### src/rtl/matmul_pkg.sv
// matmul_pkg: shared state encoding and sizing for the 2x2 matrix multiplier sequencer.
package matmul_pkg;
  typedef enum logic [2:0] {LOAD, ARM, WAIT, CAPTURE, UNLOAD} state_t;
  localparam int N_OPERANDS = 8;
  localparam int N_RESULTS = 4;
  localparam int DEF_DW = 8;
  localparam int DEF_RW = 16;
  localparam int DEF_TIMEOUT = 15;
endpackage

### src/rtl/matmul_out_mux.sv
// matmul_out_mux: selects one captured result word for the output stream.
module matmul_out_mux #(
  parameter int RW = 16
) (
  input  logic [3:0][RW-1:0] words,
  input  logic [1:0]         sel,
  output logic [RW-1:0]      word
);
  assign word = words[sel];
endmodule

### src/rtl/matmul_seq_ctrl.sv
// matmul_seq_ctrl: loads 8 operand bytes, re-arms the multiplier, waits for done,
// captures the four results and streams them out word by word.
module matmul_seq_ctrl
  import matmul_pkg::*;
#(
  parameter int DW = DEF_DW,
  parameter int RW = DEF_RW,
  parameter int TIMEOUT = DEF_TIMEOUT
) (
  input  logic          clk,
  input  logic          rst_n,
  input  logic [DW-1:0] in_data,
  input  logic          in_valid,
  output logic          in_ready,
  output logic [DW-1:0] mul_a1,
  output logic [DW-1:0] mul_a2,
  output logic [DW-1:0] mul_a3,
  output logic [DW-1:0] mul_a4,
  output logic [DW-1:0] mul_b1,
  output logic [DW-1:0] mul_b2,
  output logic [DW-1:0] mul_b3,
  output logic [DW-1:0] mul_b4,
  output logic          mul_rst,
  input  logic [RW-1:0] mul_r1,
  input  logic [RW-1:0] mul_r2,
  input  logic [RW-1:0] mul_r3,
  input  logic [RW-1:0] mul_r4,
  input  logic          mul_done,
  output logic [RW-1:0] out_data,
  output logic          out_valid,
  input  logic          out_ready,
  output logic          busy,
  output logic          err_timeout
);
  localparam int TW = $clog2(TIMEOUT + 1);
  state_t                            state;
  logic [2:0]                        idx;
  logic [1:0]                        widx;
  logic [TW-1:0]                     timer;
  logic [N_OPERANDS-1:0][DW-1:0]     ops;
  logic [N_RESULTS-1:0][RW-1:0]      res;
  assign {mul_b4, mul_b3, mul_b2, mul_b1, mul_a4, mul_a3, mul_a2, mul_a1} = ops;
  matmul_out_mux #(.RW(RW)) u_mux (.words(res), .sel(widx), .word(out_data));
  always_ff @(posedge clk or negedge rst_n) begin
    if (!rst_n) begin
      state       <= LOAD;
      idx         <= '0;
      widx        <= '0;
      timer       <= '0;
      ops         <= '0;
      res         <= '0;
      mul_rst     <= 1'b1;
      in_ready    <= 1'b1;
      out_valid   <= 1'b0;
      busy        <= 1'b0;
      err_timeout <= 1'b0;
    end else begin
      case (state)
        LOAD: if (in_valid) begin
          ops[idx] <= in_data;
          busy     <= 1'b1;
          idx      <= idx + 3'd1;
          if (idx == 3'd7) begin
            state    <= ARM;
            in_ready <= 1'b0;
          end
        end
        ARM: begin
          state   <= WAIT;
          mul_rst <= 1'b0;
          timer   <= '0;
        end
        WAIT: if (mul_done) state <= CAPTURE;
        else if (timer == TW'(TIMEOUT - 1)) begin
          // multiplier never answered: drop the job and return to loading
          err_timeout <= 1'b1;
          state       <= LOAD;
          mul_rst     <= 1'b1;
          in_ready    <= 1'b1;
          busy        <= 1'b0;
        end else timer <= timer + 1'b1;
        CAPTURE: begin
          res       <= {mul_r4, mul_r3, mul_r2, mul_r1};
          state     <= UNLOAD;
          out_valid <= 1'b1;
        end
        UNLOAD: if (out_ready) begin
          widx <= widx + 2'd1;
          if (widx == 2'd3) begin
            state     <= LOAD;
            out_valid <= 1'b0;
            mul_rst   <= 1'b1;
            in_ready  <= 1'b1;
            busy      <= 1'b0;
          end
        end
        default: state <= LOAD;
      endcase
    end
  end
endmodule

### config.mk
export PLATFORM = sky130hd
export DESIGN_NAME = matmul_seq_ctrl
export DESIGN_NICKNAME = d
export VERILOG_FILES = /design/src/rtl/matmul_pkg.sv /design/src/rtl/matmul_out_mux.sv /design/src/rtl/matmul_seq_ctrl.sv
export SDC_FILE = /design/constraint.sdc
export NUM_CORES = 1
export LEC_CHECK = 0
export CAP_MARGIN = 5
export CORE_ASPECT_RATIO = 1.75
export CORE_MARGIN = 5
export CORE_UTILIZATION = 30
export DETAILED_ROUTE_END_ITERATION = 8
export DONT_BUFFER_PORTS = 1
export HOLD_SLACK_MARGIN = 0.02
export PLACE_DENSITY = 0.47
export REMOVE_ABC_BUFFERS = 1
export SYNTH_ARGS = -nofsm -noshare
export SYNTH_HDL_FRONTEND = slang
export SYNTH_SLANG_ARGS = --single-unit
export TNS_END_PERCENT = 100
### constraint.sdc
create_clock -name clk -period 2.85 [get_ports clk]
set_input_delay 0.285 -clock clk [delete_from_list [all_inputs] [get_ports clk]]
set_output_delay 0.285 -clock clk [all_outputs]
set_load 0.01 [all_outputs]
==> results.md, run 1 <==
- Element type at the critical path start: flop
- Nets@finish: 546
- Synth Instances: 384
- Htree depth: 4
- Final hold violations: 145
- Critical path depth in cells: 3
- Placed cells: 620
- Final wirelength: 14700 µm
- DRT iter0 DRCs: 159
- Ports: 162
- Worst hold path class: in -> async
- Commonest cells post-synth: dfrtp_1, mux2_2, nand2_1
- CTS clk-pin slew, worst paths: 0.06 ns
- Vias in the first global route: 3939
- Via count: 3505
- Number of synthesized register bits: 145
- Main area contributors after synthesis: dfrtp_1, mux2_2, mux4_2
- Top-count cell post-synth: dfrtp_1
- Layout cells sized above 1: 40.3%
- ANT nets after route: 0
- CTS max path bufs: 2
- Worst slew margin: 53.5%
- Die Width: 118 µm
- Clk sinks: 145
- Synth area leader: dfrtp_1
- Mean post-synth cell area: 15.9 µm²
- Total grt overflow: 0
- Skew-Pair Late Insertion Delay: 0.42 ns
- Post-Synthesis Cell Area: 0.00609 mm²
- Setup repair bufs after CTS: 0
- Post-DP Area: 0.00637 mm²
- Initial Utilization: 30.3%
- CTS resizes: 0
- LEAKAGE: 3.25 nW
- Routed len/inst: 20.4 µm
- CTS tree: built
- # port buffers: 0
- Gpl congestion: 0.726
- Largest fanout on the critical path: 14
- WP data arrival: 2.62 ns
- Critical path's top delay family: simple AND/OR/NAND/NOR gates
- Diodes inserted: 0
- TNS Setup: 0 ns
- VDD IR-drop max: 0.514 mV
- Initial antenna violation count: 0
- Final Instance Area: 0.00770 mm²
- Dpl hpwl: 9960 µm
- Pwr dens: 1130 mW/mm²
- RSZ-0062 raised after global routing: false
- Finish-stage setup viols: 0
- CP Class: reg -> reg
- CTS Hold Bufs: 73
- CTS root buffer: clkbuf_16
- Overall routing resource usage: 13.2%
- Largest net degree at the start of global routing: 146
- Critical Path RT: 3.16 ns
- Core Util, Final: 38.3%
- Die height: 198 µm
- DR vias/cell: 4.84
- Pre-Repair DR Iteration Count: 4
- Critical path, cell by cell: or4b_4 > nor4b_4 > mux2_2
- Prevailing post-synth register cell: dfrtp_1
- Worst-margin pin slew: 0.694 ns
- Hold_ws: -0.442 ns
- Max cap viols: 0
- Distinct cells, synth: 39
- Largest stage delay, worst path: 0.64 ns
- Num CTS Buffers: 17
- Core Rows: 69
- Top-area cell type share of the netlist area: 58.8%
- Post-route minimum period: 2.31 ns
- Period utilisation layout: 81.1%
- Max Freq: 0.432 GHz
- Fillers: 1889
- Crit path buffers/inverters: 0
- Run status: finished with violations
- Ys async rst share: 100%
- Final std cells w/o fill: 724
- Global-route wire length before repair: 23900 µm
- DRC viols: 0
- EDFF count, synth: 0
- Layout area overhead: 26.4%
- Syn. warnings: 0
- R2R cell count: 3
- Failing checks: negative hold slack
- Slew Viols, Final: 0
- Die ar.: 0.0234 mm²
- Core ar.: 0.0201 mm²
- Seq/Total Area, Yosys: 59.7%
- CP max stage cell: or4b_4
- Critical Path Sink Type: flop
- Worst Clk Skew: 0.00560 ns
## state kept, by name (all words and copies together), names as in the netlist, 2 cells and up
register / cells
mul_a1: 8
mul_b4: 8
idx: 3
mul_a3: 8
mul_a2: 8
mul_b2: 8
mul_b3: 8
state: 3
res: 64
timer: 4
mul_b1: 8
mul_a4: 8
widx: 2
## kinds of logic (layout without fill, tap and decap cells)
| family | after synthesis | after routing | share of synthesized area (%) |
|---|---|---|---|
| AND/OR/NAND/NOR | 50 | 50 | 5.71 |
| multiplexers | 149 | 149 | 30.4 |
| buffers and inverters | 21 | 113 | 1.56 |
| flip-flops | 145 | 145 | 59.7 |
| adder cells (fa/ha/maj) | 5 | 5 | 1.03 |
| AO/OA/AOI/OAI | 12 | 12 | 1.32 |
| XOR/XNOR | 2 | 2 | 0.288 |
## final timing paths
kind	from	slack [ns]	end
setup / recovery	state[2]$_DFFE_PN0P_	0.54	mul_a3[3]$_DFFE_PN0P_
min in group clk	mul_done	0.05	timer[2]$_DFFE_PN0P_
hold reg to reg	res[47]$_DFFE_PN0N_	0.50	res[47]$_DFFE_PN0N_
setup reg to reg	state[2]$_DFFE_PN0P_	0.54	mul_a3[3]$_DFFE_PN0P_
hold / removal	rst_n	-0.44	res[62]$_DFFE_PN0N_
max in group asynchronous	rst_n	3.09	in_ready$_DFFE_PN1P_
## worst register-to-register path, cell delays in order (launching register included)
cell and delay (ns):
dfrtp_1 0.53, or4b_4 0.64, nor4b_4 0.63, mux2_2 0.41
## stage by stage
stage / setup WS (ns) / power [mW]
finish: 0.538 / 8.73
CTS: 0.501 / 8.90
global placement: 0.544 / 6.37
detailed placement: 0.489 / 6.49
global route: 0.441 / 9.29
floorplan: 0.312 / 5.78
## layout make-up
class                           instances  area (µm²)  area share (%)
Sequential cell                       145        3630            47.2
Multi-Input combinational cell        218        2360            30.7
Clock inverter                         13         163            2.11
Clock buffer                           18         429            5.58
Tap cell                              248         310            4.03
Inverter                                3        11.3           0.146
Timing Repair Buffer                   79         788            10.2
## power breakdown
group / internal [mW] / total, mW / switching (mW)
clock network: 1.37 / 2.26 / 0.883
registers: 3.10 / 4.13 / 1.03
logic: 1.43 / 2.35 / 0.915
total: 5.90 / 8.73 / 2.83
## routing by layer
metal	GRT usage, %	up-vias	wire [µm]
li1	-	1565	-
met1	14.6	1790	5640
met2	22.0	133	7560
met3	6.03	17	1290
met4	5.36	0	236
met5	0	-	0
## layout by cell type (no fill, tap or decap), types with 2 or more instances in the layout
cell | Yosys | routed
nor2b_1 | 2 | 2
nor2_1 | 4 | 4
nand3_1 | 4 | 4
o211ai_1 | 2 | 2
nor3b_1 | 2 | 2
clkinvlp_4 | 0 | 3
inv_6 | 0 | 2
and4b_1 | 2 | 2
dlygate4sd3_1 | 0 | 73
and3_1 | 3 | 3
nand4b_1 | 2 | 2
bufinv_16 | 0 | 3
a21oi_1 | 2 | 2
mux2i_1 | 4 | 4
inv_1 | 3 | 3
o21ai_0 | 4 | 4
clkbuf_16 | 0 | 17
nor4b_4 | 2 | 2
dfstp_2 | 2 | 2
nand2b_1 | 2 | 2
buf_4 | 0 | 5
dfrtp_1 | 143 | 143
clkinv_4 | 0 | 2
mux4_2 | 16 | 16
ha_1 | 5 | 5
mux2_2 | 129 | 129
nand2_1 | 17 | 16
clkinv_2 | 0 | 3
(Power assumes the default switching activity.)
==> run 2, diff against run 1 <==
==> constraint.sdc (replaced) <==
create_clock -name clk -period 2.3 [get_ports clk]
set_input_delay 0.23 -clock clk [delete_from_list [all_inputs] [get_ports clk]]
set_output_delay 0.23 -clock clk [all_outputs]
set_load 0.01 [all_outputs]
==> results.md, run 2 (synthesis gave the netlist of run 1 again) <==
- Die Width: 118 µm (unchanged)
- Worst r2r src: state[1]$_DFFE_PN0P_
- Layout cells sized above 1: 41.7% (+1.3 points)
- WP data arrival: 1.77 ns (-0.85 ns)
- CP Class: reg -> out
- CTS clk-pin slew, worst paths: 0.06 ns (about the same)
- Max cap viols: 0 (unchanged)
- Initial antenna violation count: 0 (unchanged)
- Htree depth: 4 (unchanged)
- Worst-margin pin slew: 0.494 ns (-0.200 ns)
- Via count: 3538 (+0.94%)
- Pwr dens: 1390 mW/mm² (+23%)
- Element type at the critical path start: flop
- Hold_ws: -0.497 ns (-0.0546 ns)
- Core Rows: 69 (unchanged)
- CTS max path bufs: 2 (unchanged)
- Critical Path Sink Type: primary output
- Setup crit start: widx[0]$_DFFE_PN0P_
- Worst Clk Skew: 0.00535 ns (-0.000253 ns)
- Total grt overflow: 0 (unchanged)
- Max Freq: 0.501 GHz
- Placed cells: 629 (+1.5%)
- DRC viols: 0 (unchanged)
- Diodes inserted: 0 (unchanged)
- Run status: finished with violations
- Final hold violations: 145 (unchanged)
- Initial Utilization: 30.3% (unchanged)
- Dpl hpwl: 10100 µm (+1.4%)
- Commonest non-fill, non-tap cell in the layout: dfrtp_1
- Post-DP Area: 0.00645 mm² (+1.3%)
- DRT iter0 DRCs: 135 (-15%)
- Vias in the first global route: 3976 (+0.94%)
- Crit path buffers/inverters: 1 (+1)
- Largest net degree at the start of global routing: 146 (unchanged)
- Internal reg-to-reg setup slack: 0.33 ns (-0.21 ns)
- Pre-Repair DR Iteration Count: 4 (unchanged)
- TNS Setup: 0 ns (unchanged)
- Gpl congestion: 0.772 (+6.4%)
- # port buffers: 0 (unchanged)
- Nets@finish: 556 (+1.8%)
- Largest Register: res
- Layout area overhead: 27.7%
- CTS Hold Bufs: 74 (+1.4%)
- Largest stage delay, worst path: 0.58 ns (-0.06 ns)
- Overall routing resource usage: 13.1% (-0.12 points)
- CTS tree: built
- Fillers: 1842 (-2.5%)
- DR vias/cell: 4.81 (-0.57%)
- Period utilisation layout: 86.8%
- VDD IR-drop max: 0.666 mV (+30%)
- Setup repair bufs after CTS: 0 (unchanged)
- Worst hold path class: in -> async
- Routed len/inst: 20.1 µm (-1.3%)
- CTS root buffer: clkbuf_16
- Die height: 198 µm (unchanged)
- Global-route wire length before repair: 23800 µm (-0.66%)
- Die ar.: 0.0234 mm² (unchanged)
- Core ar.: 0.0201 mm² (unchanged)
- LEAKAGE: 3.30 nW (+1.6%)
- Area occupied by multi-input gates: 0.00236 mm² (unchanged)
- Slew Viols, Final: 0 (unchanged)
- Worst slew margin: 67.1% (+14 points)
- Final std cells w/o fill: 735 (+1.5%)
- Post-route minimum period: 2.00 ns
- R2R cell count: 4 (+1)
- Final Instance Area: 0.00777 mm² (+0.99%)
- Ports: 162 (unchanged)
- Critical path's top delay family: multiplexers
- Largest register FFs: 64 (unchanged)
- RSZ-0062 raised after global routing: false
- CTS resizes: 0 (unchanged)
- Skew-Pair Late Insertion Delay: 0.42 ns (about the same)
- Num CTS Buffers: 17 (unchanged)
- Critical path, cell by cell: buf_12 > mux4_2
- ANT nets after route: 0 (unchanged)
- Failing checks: negative hold slack
- Largest fanout on the critical path: 14 (unchanged)
- RR Endpoint: mul_a3[6]$_DFFE_PN0P_
- Core Util, Final: 38.6% (+0.38 points)
- Final wirelength: 14800 µm (+0.16%)
- CP max stage cell: mux4_2
- Clk sinks: 145 (unchanged)
- Register Area: 0.00363 mm² (unchanged)
- Critical Path RT: 2.07 ns (-1.09 ns)
- Commonest cells after routing, fill and taps aside: dfrtp_1, mux2_2, dlygate4sd3_1
- Finish-stage setup viols: 0 (unchanged)
[run 2: worst max path at each step]
stage	depth (start not counted)	end	slack (ns)
after floorplan	3	res[0]$_DFFE_PN0N_	-0.24
after global placement	4	mul_a3[3]$_DFFE_PN0P_	0.35
after detailed placement	4	mul_a3[1]$_DFFE_PN0P_	0.34
after CTS	2	out_data[12]	0.24
after global routing	2	out_data[12]	0.21
final	2	out_data[12]	0.30
[run 2: through the flow]
stage	total power, mW	setup slack (ns)
3_5_place_dp	8.13	0.336
5_1_grt	11.5	0.212
3_3_place_gp	7.99	0.354
6_report	10.8	0.304
2_1_floorplan	7.17	-0.238
4_1_cts	11.0	0.244
[run 2: worst register-to-register path, cell delays in order, from the launching register on]
cell	delay (ns)
dfrtp_1	0.37
or4b_4	0.63
nor4b_4	0.28
buf_4	0.22
mux2_2	0.35
[run 2: cell type report]
type / count / share of cell area [%]
clock inverter: 14 / 1.79
timing repair buffer: 89 / 11.3
clock buffer: 18 / 5.65
inverter: 3 / 0.145
multi-input combinational: 218 / 30.4
sequential: 145 / 46.7
tap: 248 / 3.99
[run 2: power by group]
group          switching (mW)  internal (mW)  leakage (nW)
clock network            1.07           1.62         0.282
logic                    1.20           1.85          1.28
registers                1.23           3.84          1.74
[run 2: layer usage]
| layer | wire (µm) | global-route usage (%) | share of wire, % | up-vias |
|---|---|---|---|---|
| met5 | 0 | 0 | 0 | - |
| met4 | 310 | 5.06 | 2.1 | 0 |
| met3 | 1310 | 6.12 | 8.9 | 21 |
| met2 | 7840 | 22.6 | 53 | 137 |
| met1 | 5300 | 13.9 | 36 | 1799 |
| li1 | - | - | - | 1581 |
==> run 3, diff against run 2 <==
--- a/config.mk
+++ b/config.mk
@@ -6,9 +6,10 @@
 export NUM_CORES = 1
 export LEC_CHECK = 0
 export CAP_MARGIN = 5
-export CORE_ASPECT_RATIO = 1.75
+export CORE_ASPECT_RATIO = 0.6
 export CORE_MARGIN = 5
 export CORE_UTILIZATION = 30
+export CTS_BUF_LIST = sky130_fd_sc_hd__clkbuf_16
 export DETAILED_ROUTE_END_ITERATION = 8
 export DONT_BUFFER_PORTS = 1
 export HOLD_SLACK_MARGIN = 0.02
==> results.md, run 3 (synthesis gave the netlist of run 1 again) <==
- Nets@finish: 555 (-0.18%)
- WP data arrival: 2.38 ns (+0.61 ns)
- Diodes inserted: 0 (unchanged)
- Skew-Pair Late Insertion Delay: 0.42 ns (about the same)
- Die height: 120 µm (-39%)
- Placed cells: 653 (+3.8%)
- DRT iter0 DRCs: 220 (+63%)
- Largest Register: res
- Die ar.: 0.0233 mm² (about the same)
- Commonest cells after routing, fill and taps aside: dfrtp_1, mux2_2, dlygate4sd3_1
- Critical Path RT: 2.60 ns (+0.53 ns)
- Initial antenna violation count: 0 (unchanged)
- Element type at the critical path start: flop
- VDD IR-drop max: 0.485 mV (-27%)
- CP max stage cell: nor4b_2
- Dpl hpwl: 10300 µm (+1.5%)
- Critical Path Sink Type: flop
- Via count: 3570 (+0.90%)
- Gpl congestion: 0.757 (-2.0%)
- Ports: 162 (unchanged)
- CTS tree: built
- Worst-margin pin slew: 0.637 ns (+0.143 ns)
- Routed len/inst: 20.0 µm (-0.37%)
- Layout cells sized above 1: 40.9% (-0.74 points)
- DP Worst Slack: 0.241 ns (-0.0950 ns)
- Htree depth: 4 (unchanged)
- CP Class: reg -> reg
- Pre-Repair DR Iteration Count: 4 (unchanged)
- Largest net degree at the start of global routing: 146 (unchanged)
- Largest stage delay, worst path: 0.55 ns (-0.03 ns)
- Worst Clk Skew: 0.00867 ns (+0.00332 ns)
- Worst hold path class: in -> async
- Vias in the first global route: 3888 (-2.2%)
- Final wirelength: 15200 µm (+2.9%)
- Crit path buffers/inverters: 1 (unchanged)
- Pwr dens: 1400 mW/mm² (+0.49%)
- LEAKAGE: 3.30 nW (-0.18%)
- CTS Hold Bufs: 74 (unchanged)
- Post-route minimum period: 2.08 ns (+0.0863 ns)
- Critical path, cell by cell: buf_4 > nor4b_2 > nand3_1 > mux2_2
- Clk sinks: 145 (unchanged)
- DRC viols: 0 (unchanged)
- Max cap viols: 0 (unchanged)
- Failing checks: negative hold slack
- TNS Setup: 0 ns (unchanged)
- Slew Viols, Final: 0 (unchanged)
- Final Instance Area: 0.00780 mm² (+0.32%)
- Core ar.: 0.0200 mm² (-0.73%)
- Hold_ws: -0.490 ns (+0.00651 ns)
- Run status: finished with violations
- Total grt overflow: 0 (unchanged)
- Largest register FFs: 64 (unchanged)
- Post-DP Area: 0.00646 mm² (+0.17%)
- Setup repair bufs after CTS: 0 (unchanged)
- Die Width: 194 µm (+65%)
- Final std cells w/o fill: 759 (+3.3%)
- Max Freq: 0.480 GHz (-4.1%)
- CTS resizes: 0 (unchanged)
- Power consumption: 10.9 mW (+0.81%)
- Core Rows: 40 (-42%)
- Core Util, Final: 39.0% (+0.41 points)
- CTS max path bufs: 2 (unchanged)
- Critical path's top delay family: simple AND/OR/NAND/NOR gates
- Largest fanout on the critical path: 10 (-4)
- Worst slew margin: 57.2% (-9.8 points)
- Num CTS Buffers: 17 (unchanged)
- CTS clk-pin slew, worst paths: 0.06 ns (about the same)
- RSZ-0062 raised after global routing: false
- Finish-stage setup viols: 0 (unchanged)
- Global-route wire length before repair: 24100 µm (+1.4%)
- CTS root buffer: clkbuf_16
- Commonest non-fill, non-tap cell in the layout: dfrtp_1
- Final WS setup: 0.217 ns (-0.0863 ns)
- ANT nets after route: 0 (unchanged)
- DR vias/cell: 4.70 (-2.3%)
- # port buffers: 0 (unchanged)
- Layout area overhead: 28.1%
- Overall routing resource usage: 13.6% (+0.50 points)
- Initial Utilization: 30.5% (+0.22 points)
- Period utilisation layout: 90.5% (+3.8 points)
- Final hold violations: 145 (unchanged)
-- run 3: worst register-to-register path: cells and delay by family (launching register included) --
kind                   cells  cell delay (ns)
multiplexers               1             0.41
buffers and inverters      1             0.17
flip-flops                 1             0.38
AND/OR/NAND/NOR            2             1.01
-- run 3: layout make-up --
class	instances	area (µm²)
clock inverters	15	166
well taps	273	342
clock buffers	17	425
flip-flops and latches	145	3630
inverters	3	11.3
fillers	1829	12200
multi-input cells	218	2360
repair buffers	88	858
-- run 3: per-layer routing --
layer | GRT usage [%] | part of all wire [%]
met3 | 4.23 | 5.4
met2 | 19.8 | 45
met4 | 5.05 | 1.7
met5 | 0 | 0
met1 | 19.0 | 48
-- run 3: where the power goes --
group          internal (mW)  switching (mW)
registers               3.84            1.18
clock network           1.70            1.09
logic                   1.82            1.26
-- run 3: final timing paths --
path / from / cells after the start / endpoint / slack [ns]
setup / recovery: state[1]$_DFFE_PN0P_ / 4 / mul_a2[0]$_DFFE_PN0P_ / 0.22
hold / removal: rst_n / 0 / mul_b3[2]$_DFFE_PN0P_ / -0.49
setup reg to reg: state[1]$_DFFE_PN0P_ / 4 / mul_a2[0]$_DFFE_PN0P_ / 0.22
hold reg to reg: res[53]$_DFFE_PN0N_ / 1 / res[53]$_DFFE_PN0N_ / 0.50
max in group asynchronous: rst_n / 0 / in_ready$_DFFE_PN1P_ / 2.55
min in group clk: mul_done / 2 / timer[0]$_DFFE_PN0P_ / 0.08
